## src/rtl/permutation_sequencer.sv

```systemverilog
// Round sequencer for the ASCON permutation datapath: runs p12, p8 or p6 by
// stepping the round index up to 11 and steering the datapath mux and register enable.
module permutation_sequencer (
  input  logic       clock_i,
  input  logic       reset_i,
  input  logic       start_i,
  input  logic [1:0] mode_i,
  output logic       ready_o,
  output logic       selection_o,
  output logic       enable_o,
  output logic [3:0] round_o,
  output logic       busy_o,
  output logic       done_o
);

  typedef enum logic [1:0] {
    IDLE = 2'd0,
    RUN  = 2'd1,
    DONE = 2'd2
  } state_t;

  localparam logic [3:0] LAST_ROUND = 4'd11;

  state_t     state_q;
  logic [3:0] round_q;
  logic       first_q;
  logic [3:0] first_round;

  // Shorter permutations are the tail of p12; reserved mode falls back to p12.
  always_comb begin
    first_round = 4'd0;
    case (mode_i)
      2'b01:   first_round = 4'd4;
      2'b10:   first_round = 4'd6;
      default: first_round = 4'd0;
    endcase
  end

  always_ff @(posedge clock_i) begin
    if (reset_i) begin
      state_q  <= IDLE;
      round_q  <= 4'd0;
      first_q  <= 1'b0;
      ready_o  <= 1'b1;
      enable_o <= 1'b0;
      busy_o   <= 1'b0;
      done_o   <= 1'b0;
    end else begin
      case (state_q)
        IDLE: begin
          if (start_i) begin
            state_q  <= RUN;
            round_q  <= first_round;
            first_q  <= 1'b1;
            ready_o  <= 1'b0;
            enable_o <= 1'b1;
            busy_o   <= 1'b1;
          end
        end
        RUN: begin
          first_q <= 1'b0;
          if (round_q == LAST_ROUND) begin
            state_q  <= DONE;
            round_q  <= 4'd0;
            enable_o <= 1'b0;
            busy_o   <= 1'b0;
            done_o   <= 1'b1;
          end else begin
            round_q <= round_q + 4'd1;
          end
        end
        DONE: begin
          state_q <= IDLE;
          done_o  <= 1'b0;
          ready_o <= 1'b1;
        end
        default: begin
          state_q  <= IDLE;
          round_q  <= 4'd0;
          first_q  <= 1'b0;
          ready_o  <= 1'b1;
          enable_o <= 1'b0;
          busy_o   <= 1'b0;
          done_o   <= 1'b0;
        end
      endcase
    end
  end

  // round_q is cleared on leaving RUN, so it can drive the round index directly.
  assign round_o     = round_q;
  assign selection_o = enable_o & ~first_q;

endmodule

```

## config.mk

```make
export PLATFORM = sky130hd
export DESIGN_NAME = permutation_sequencer
export DESIGN_NICKNAME = d
export VERILOG_FILES = /design/src/rtl/permutation_sequencer.sv
export SDC_FILE = /design/constraint.sdc
export NUM_CORES = 1
export LEC_CHECK = 0
export CORE_AREA = 4 4 46 58
export DETAILED_ROUTE_END_ITERATION = 12
export DIE_AREA = 0 0 50 62
export DONT_BUFFER_PORTS = 1
export SETUP_SLACK_MARGIN = 0.3
export SKIP_LAST_GASP = 1
export SLEW_MARGIN = 20
export SYNTH_ARGS = -nofsm -noshare
export SYNTH_HDL_FRONTEND = slang
export SYNTH_SLANG_ARGS = --single-unit
```

## constraint.sdc

```tcl
create_clock -name clock_i -period 1.3 [get_ports clock_i]
set_input_delay 0.065 -clock clock_i [delete_from_list [all_inputs] [get_ports clock_i]]
set_output_delay 0.065 -clock clock_i [all_outputs]
set_load 0.005 [all_outputs]
```

==> metrics.cfg, run 1 <==
[grt]
grt.met1_usage_pct = 9.37
grtUsageTotal_pct = 8.10
busiest_layer = met2
grt_max_degree = 8
gr-usage-met2_pct = 13.2
antenna_found_initial = 0
grt_pass1_wl_um = 1890
grt_overflow = 0
grt_pass1_vias = 443
use_met3_pct = 1.19

[route]
vias = 444
ant_nets = 0
wl_um = 1220
wire_per_inst_um = 12.8
viasPerCell = 4.67
drc = 0
drt_iter0_drc = 6
drt_first_pass_iters = 4

[floorplan]
io_pins = 14
fp-row-count = 19
core_area_um2 = 2160
die_y_um = 62
die_x_um = 50
die_area_um2 = 3100
start_util_pct = 22.3

[timing]
setup_violations = 0
rsz0062_at_grt = true
hold_ws_ps = -155
tightestPinTransition_ps = 315
period_share_pct = 88.9
hold_viol_final = 5
setup_slack_ps = 145
finalCriticalPeriod_ps = 1160
slew-limit-headroom_pct = 78.9
skew_ps = 7.57
finalMaxSlewViolations = 0
setup_tns_ps = 0
max_freq_mhz = 865

[clocking]
clock_latency_ps = 270
h-tree-depth = 1
root_buffer = clkbuf_4
clk_path_buf_depth = 2
cts_hold_buf = 1
cts_tree = yes
clk_pin_slew_ps = 70
cts_made_buffers = 3
cts_num_sinks = 10

[finish]
n_antenna_cell = 0
nets = 73
fillCellCount = 244
area_delta_synth_final_pct = 36.6
drive_above_1_share_pct = 40.6
mostFrequentLayoutCells = buf_4, inv_1, nand2_1, dfxtp_1
layout_commonest_cell = buf_4

[critical_path]
worstSetupPathType = reg2reg
setup.worst_path.end_class = flip-flop
worstPathRequired_ps = 1510
cp_max_fo = 4
start_kind = flip-flop
arrival_ps = 1360
r2r_slack_ps = 140

[pwr]
p_sw_w = 0.000174
clockPowerShare_pct = 32.4
internal-power_w = 0.000486
combPwrFrac_pct = 14.5
seq_power_share_pct = 53.1
vdd_drop_max_mv = 0.423
leakagePower_nw = 0.263
p_sw_share_pct = 26.3
power.density_nw_per_um2 = 1000

[outcome]
violations = hold timing
status = complete, but fails checks

[synthesis]
ys_seq_elements = 10
synthesis.nets = 62
yosysSeqAreaShare_pct = 41.6
synth_area_um2 = 482
ys_types = 25
netlist_instances = 55
yosysWarnings = 0
avgSynthCellArea_um2 = 8.76

[placement]
place_ws_ps = 109
gp_congestion = 0.793
port_buffers = 0
hpwl_um = 822

[run]
maxCapViolCount = 0

[min_path]
hp-class = in2reg

cell usage after synthesis, drive strengths merged:
cell type	n	area share, %
a211o	1	1.8
a21o	1	1.6
a21oi	2	2.1
a221oi	1	1.8
a22o	1	1.8
and3b	1	1.8
and4bb	1	2.6
buf	1	1.6
clkbuf	1	0.78
dfxtp	10	42
ha	2	5.2
inv	4	3.1
nand2	4	3.1
nand2b	2	2.6
nand3	1	1.0
nand3b	2	3.1
nor2	3	2.3
nor2b	3	3.9
nor3	4	4.2
o2111ai	1	1.8
o211ai	1	1.6
o21a	2	3.1
o21ai	4	4.2
o21bai	1	1.6
or3b	1	1.8
flip-flops by register name (all words and copies together) (netlist names):
name	flops
round_o	4
state_q	2
busy_o	1
done_o	1
first_q	1
ready_o	1
cell families after synthesis:
family / after synthesis / synth area share [%]
adder cells (fa/ha/maj): 2 / 5.19
flip-flops: 10 / 41.6
AND/OR/NAND/NOR: 22 / 26.5
buffers and inverters: 6 / 5.45
AO/OA/AOI/OAI: 15 / 21.3
metrics by stage:
stage	cell area (µm²)	utilization, %	cells	power [W]	hold slack, ps
global placement	548	25.3	86	0.000428	147
CTS	649	30.0	95	0.000661	-159
floorplan	505	-	55	0.000409	142
global route	658	30.4	95	0.000689	-162
finish	658	30.4	95	0.000659	-155
detailed placement	548	25.3	86	0.000430	147
critical path, cell delays in order (launching register included):
cell,delay (ps)
dfxtp_4,340
or3b_4,390
and4bb_2,290
a211o_1,90
repair_timing:
item | CTS | global route
gates resized for setup | 10 | 4
pin swaps | 3 | 1
setup buffers | 4 | 0
gates cloned | 1 | 0
endpoints found under the hold margin | 6 | 4
endpoints found under the setup margin | 7 | 8
power by group through the flow:
stage	registers (W)	clock network, W	logic, W
4_1_cts	0.000350	0.000218	0.0000927
2_1_floorplan	0.000351	0	0.0000579
3_5_place_dp	0.000358	0	0.0000721
6_report	0.000350	0.000214	0.0000954
5_1_grt	0.000354	0.000228	0.000108
3_3_place_gp	0.000357	0	0.0000707
cell type report:
type	instances	area, µm²	area share (%)
Clock buffer	3	22.5	3.42
Timing Repair Buffer	8	63.8	9.70
Multi-Input combinational cell	39	303	46.0
Tap cell	31	38.8	5.89
Sequential cell	10	215	32.7
Inverter	4	15.0	2.28
metal layers:
metal	vias up	part of all wire, %
li1	219	-
met1	208	43
met2	13	49
met3	4	4.3
met4	0	3.7
met5	-	0
final timing paths:
path / start / to / cells past startpoint
worst max-delay path: state_q[0] / round_o[3] / 3
worst min-delay path: reset_i / busy_o / 1
worst max register to register: state_q[0] / round_o[3] / 3
worst min register to register: first_q / first_q / 1
Note: power is estimated with default switching activity, not from simulation.
==> inputs of run 2 (changes only) <==
--- a/config.mk
+++ b/config.mk
@@ -9,6 +9,7 @@
 export DETAILED_ROUTE_END_ITERATION = 12
 export DIE_AREA = 0 0 50 62
 export DONT_BUFFER_PORTS = 1
+export PLACE_DENSITY = 0.44
 export SETUP_SLACK_MARGIN = 0.3
 export SKIP_LAST_GASP = 1
 export SLEW_MARGIN = 20
==> run 2 against run 1 <==
The run still ends with hold timing left. Hold slack improved by 21 ps. Critical path depth unchanged. Non-clock buffer count decreased by 3. Via count decreased by 8.1%. Power decreased by 0.71%.
==> metrics.cfg, run 2 (same netlist as run 1, synthesis figures left out) <==
[min_path]
hp-class = in2reg

[timing]
max_freq_mhz = 865  ; about the same
finalMaxSlewViolations = 0  ; unchanged
period_share_pct = 89.0  ; about the same
setup_tns_ps = 0  ; unchanged
rsz0062_at_grt = true
hold_viol_final = 5  ; unchanged
slew-limit-headroom_pct = 79.8  ; +0.92 points
tightestPinTransition_ps = 301  ; -13.8 ps
hold_ws_ps = -134  ; +20.7 ps
finalCriticalPeriod_ps = 1160  ; +0.967 ps
setup_violations = 0  ; unchanged
skew_ps = 7.67  ; +0.0987 ps

[clocking]
cts_hold_buf = 1  ; unchanged
root_buffer = clkbuf_4
cts_tree = yes
clk_path_buf_depth = 2  ; unchanged
clock_latency_ps = 260  ; about the same
cts_made_buffers = 3  ; unchanged
cts_num_sinks = 10  ; unchanged
h-tree-depth = 1  ; unchanged
clk_pin_slew_ps = 70  ; about the same

[run]
maxCapViolCount = 0  ; unchanged

[finish]
drive_above_1_share_pct = 29.0  ; -12 points
layout_commonest_cell = dfxtp_1
largest_register_ffs = 4  ; unchanged
multi_input_area_um2 = 280  ; -7.4%
seqCellArea_um2 = 211  ; -1.7%
nets = 70  ; -4.1%
mostFrequentLayoutCells = dfxtp_1, inv_1, nand2_1
utilization_pct = 28.5  ; -2.0 points
fin_cells = 93  ; -2.1%
n_antenna_cell = 0  ; unchanged
area_delta_synth_final_pct = 27.8
fillCellCount = 245  ; +0.41%

[floorplan]
core_area_um2 = 2160  ; unchanged
io_pins = 14  ; unchanged
die_y_um = 62  ; unchanged
die_area_um2 = 3100  ; unchanged
die_x_um = 50  ; unchanged
fp-row-count = 19  ; unchanged
start_util_pct = 22.3  ; unchanged

[pwr]
power.density_nw_per_um2 = 1060  ; +6.1%
leakagePower_nw = 0.239  ; -9.1%
vdd_drop_max_mv = 0.314  ; -26%

[grt]
antenna_found_initial = 0  ; unchanged
grt_max_degree = 10  ; +2
grt_pass1_vias = 381  ; -14%
grt_overflow = 0  ; unchanged
grt_pass1_wl_um = 1750  ; -7.3%
grtUsageTotal_pct = 8.06  ; -0.043 points

[critical_path]
worstPathRequired_ps = 1510  ; about the same
worstSetupPathType = reg2reg
start_kind = flip-flop
cp_max_fo = 5  ; +1
arrival_ps = 1370  ; about the same
setup.worst_path.end_class = flip-flop

[placement]
numPlacedInstances = 86  ; unchanged
port_buffers = 0  ; unchanged
hpwl_um = 819  ; -0.29%
gp_congestion = 0.684  ; -14%

[route]
drc = 0  ; unchanged
drt_iter0_drc = 9  ; +3
viasPerCell = 4.39  ; -6.1%
drt_first_pass_iters = 4  ; unchanged
wl_um = 1070  ; -12%
ant_nets = 0  ; unchanged
vias = 408  ; -8.1%
wire_per_inst_um = 11.5  ; -11%

[outcome]
violations = hold timing
status = complete, but fails checks

-- run 2: cell count changes in the layout (fill, tap and decap cells not counted) --
cell / previous run / this run
nor3_1: 2 / 3
nor3_2: 2 / 1
o21ai_0: 2 / 3
buf_2: 1 / 0
o21ai_2: 1 / 0
nand2b_1: 1 / 2
nand2b_4: 1 / 0
a221oi_2: 1 / 0
dfxtp_4: 3 / 2
clkbuf_1: 0 / 1
a221oi_1: 0 / 1
buf_4: 5 / 3
dfxtp_1: 4 / 5
-- run 2: report_power, final --
group,internal [W],switching (W)
sequential,0.000325,0.0000215
clock,0.000118,0.000105
combinational,0.0000468,0.0000380
-- run 2: final cells by class --
class / instances / share of cell area (%)
Clock buffer: 4 / 4.27
Timing Repair Buffer: 5 / 7.11
Multi-Input combinational cell: 39 / 45.5
Inverter: 4 / 2.44
Tap cell: 31 / 6.30
Sequential cell: 10 / 34.3
-- run 2: worst max-delay path, stage by stage, from the launching register on --
cell and delay (ps):
dfxtp_2 340, or3b_4 390, and4bb_2 290, a211o_1 90
-- run 2: final timing paths --
path | slack (ps) | cells after the start | from | endpoint
max | 140 | 3 | state_q[1] | round_o[3]
min | -130 | 1 | reset_i | done_o
max reg2reg | 140 | 3 | state_q[1] | round_o[3]
min reg2reg | 460 | 1 | state_q[1] | done_o
-- run 2: metrics by stage --
| stage | total power (W) | hold WS (ps) | area (µm²) | setup slack, ps |
|---|---|---|---|---|
| 2_1_floorplan | 0.000409 | 142 | 505 | 178 |
| 3_5_place_dp | 0.000430 | 145 | 548 | 118 |
| 5_1_grt | 0.000708 | -151 | 616 | 107 |
| 4_1_cts | 0.000672 | -145 | 614 | 131 |
| 6_report | 0.000655 | -134 | 616 | 144 |
| 3_3_place_gp | 0.000430 | 145 | 548 | 137 |
-- run 2: repair_timing --
item	in CTS	in global routing
cloned	0	0
endpoints found under the setup margin	6	9
gates resized for setup	5	2
endpoints found under the hold margin	6	5
setup buffers	2	0
pin swaps	2	0
-- run 2: layer usage --
layer  vias to the layer above  track usage (%)  routed length, µm  part of all wire [%]
li1                        212                -                  -                     -
met1                       181             9.25                497                    47
met2                        11             12.3                471                    44
met3                         4             2.39                 73                   6.8
met4                         0             7.11                 23                   2.2
met5                         -                0                  0                     0
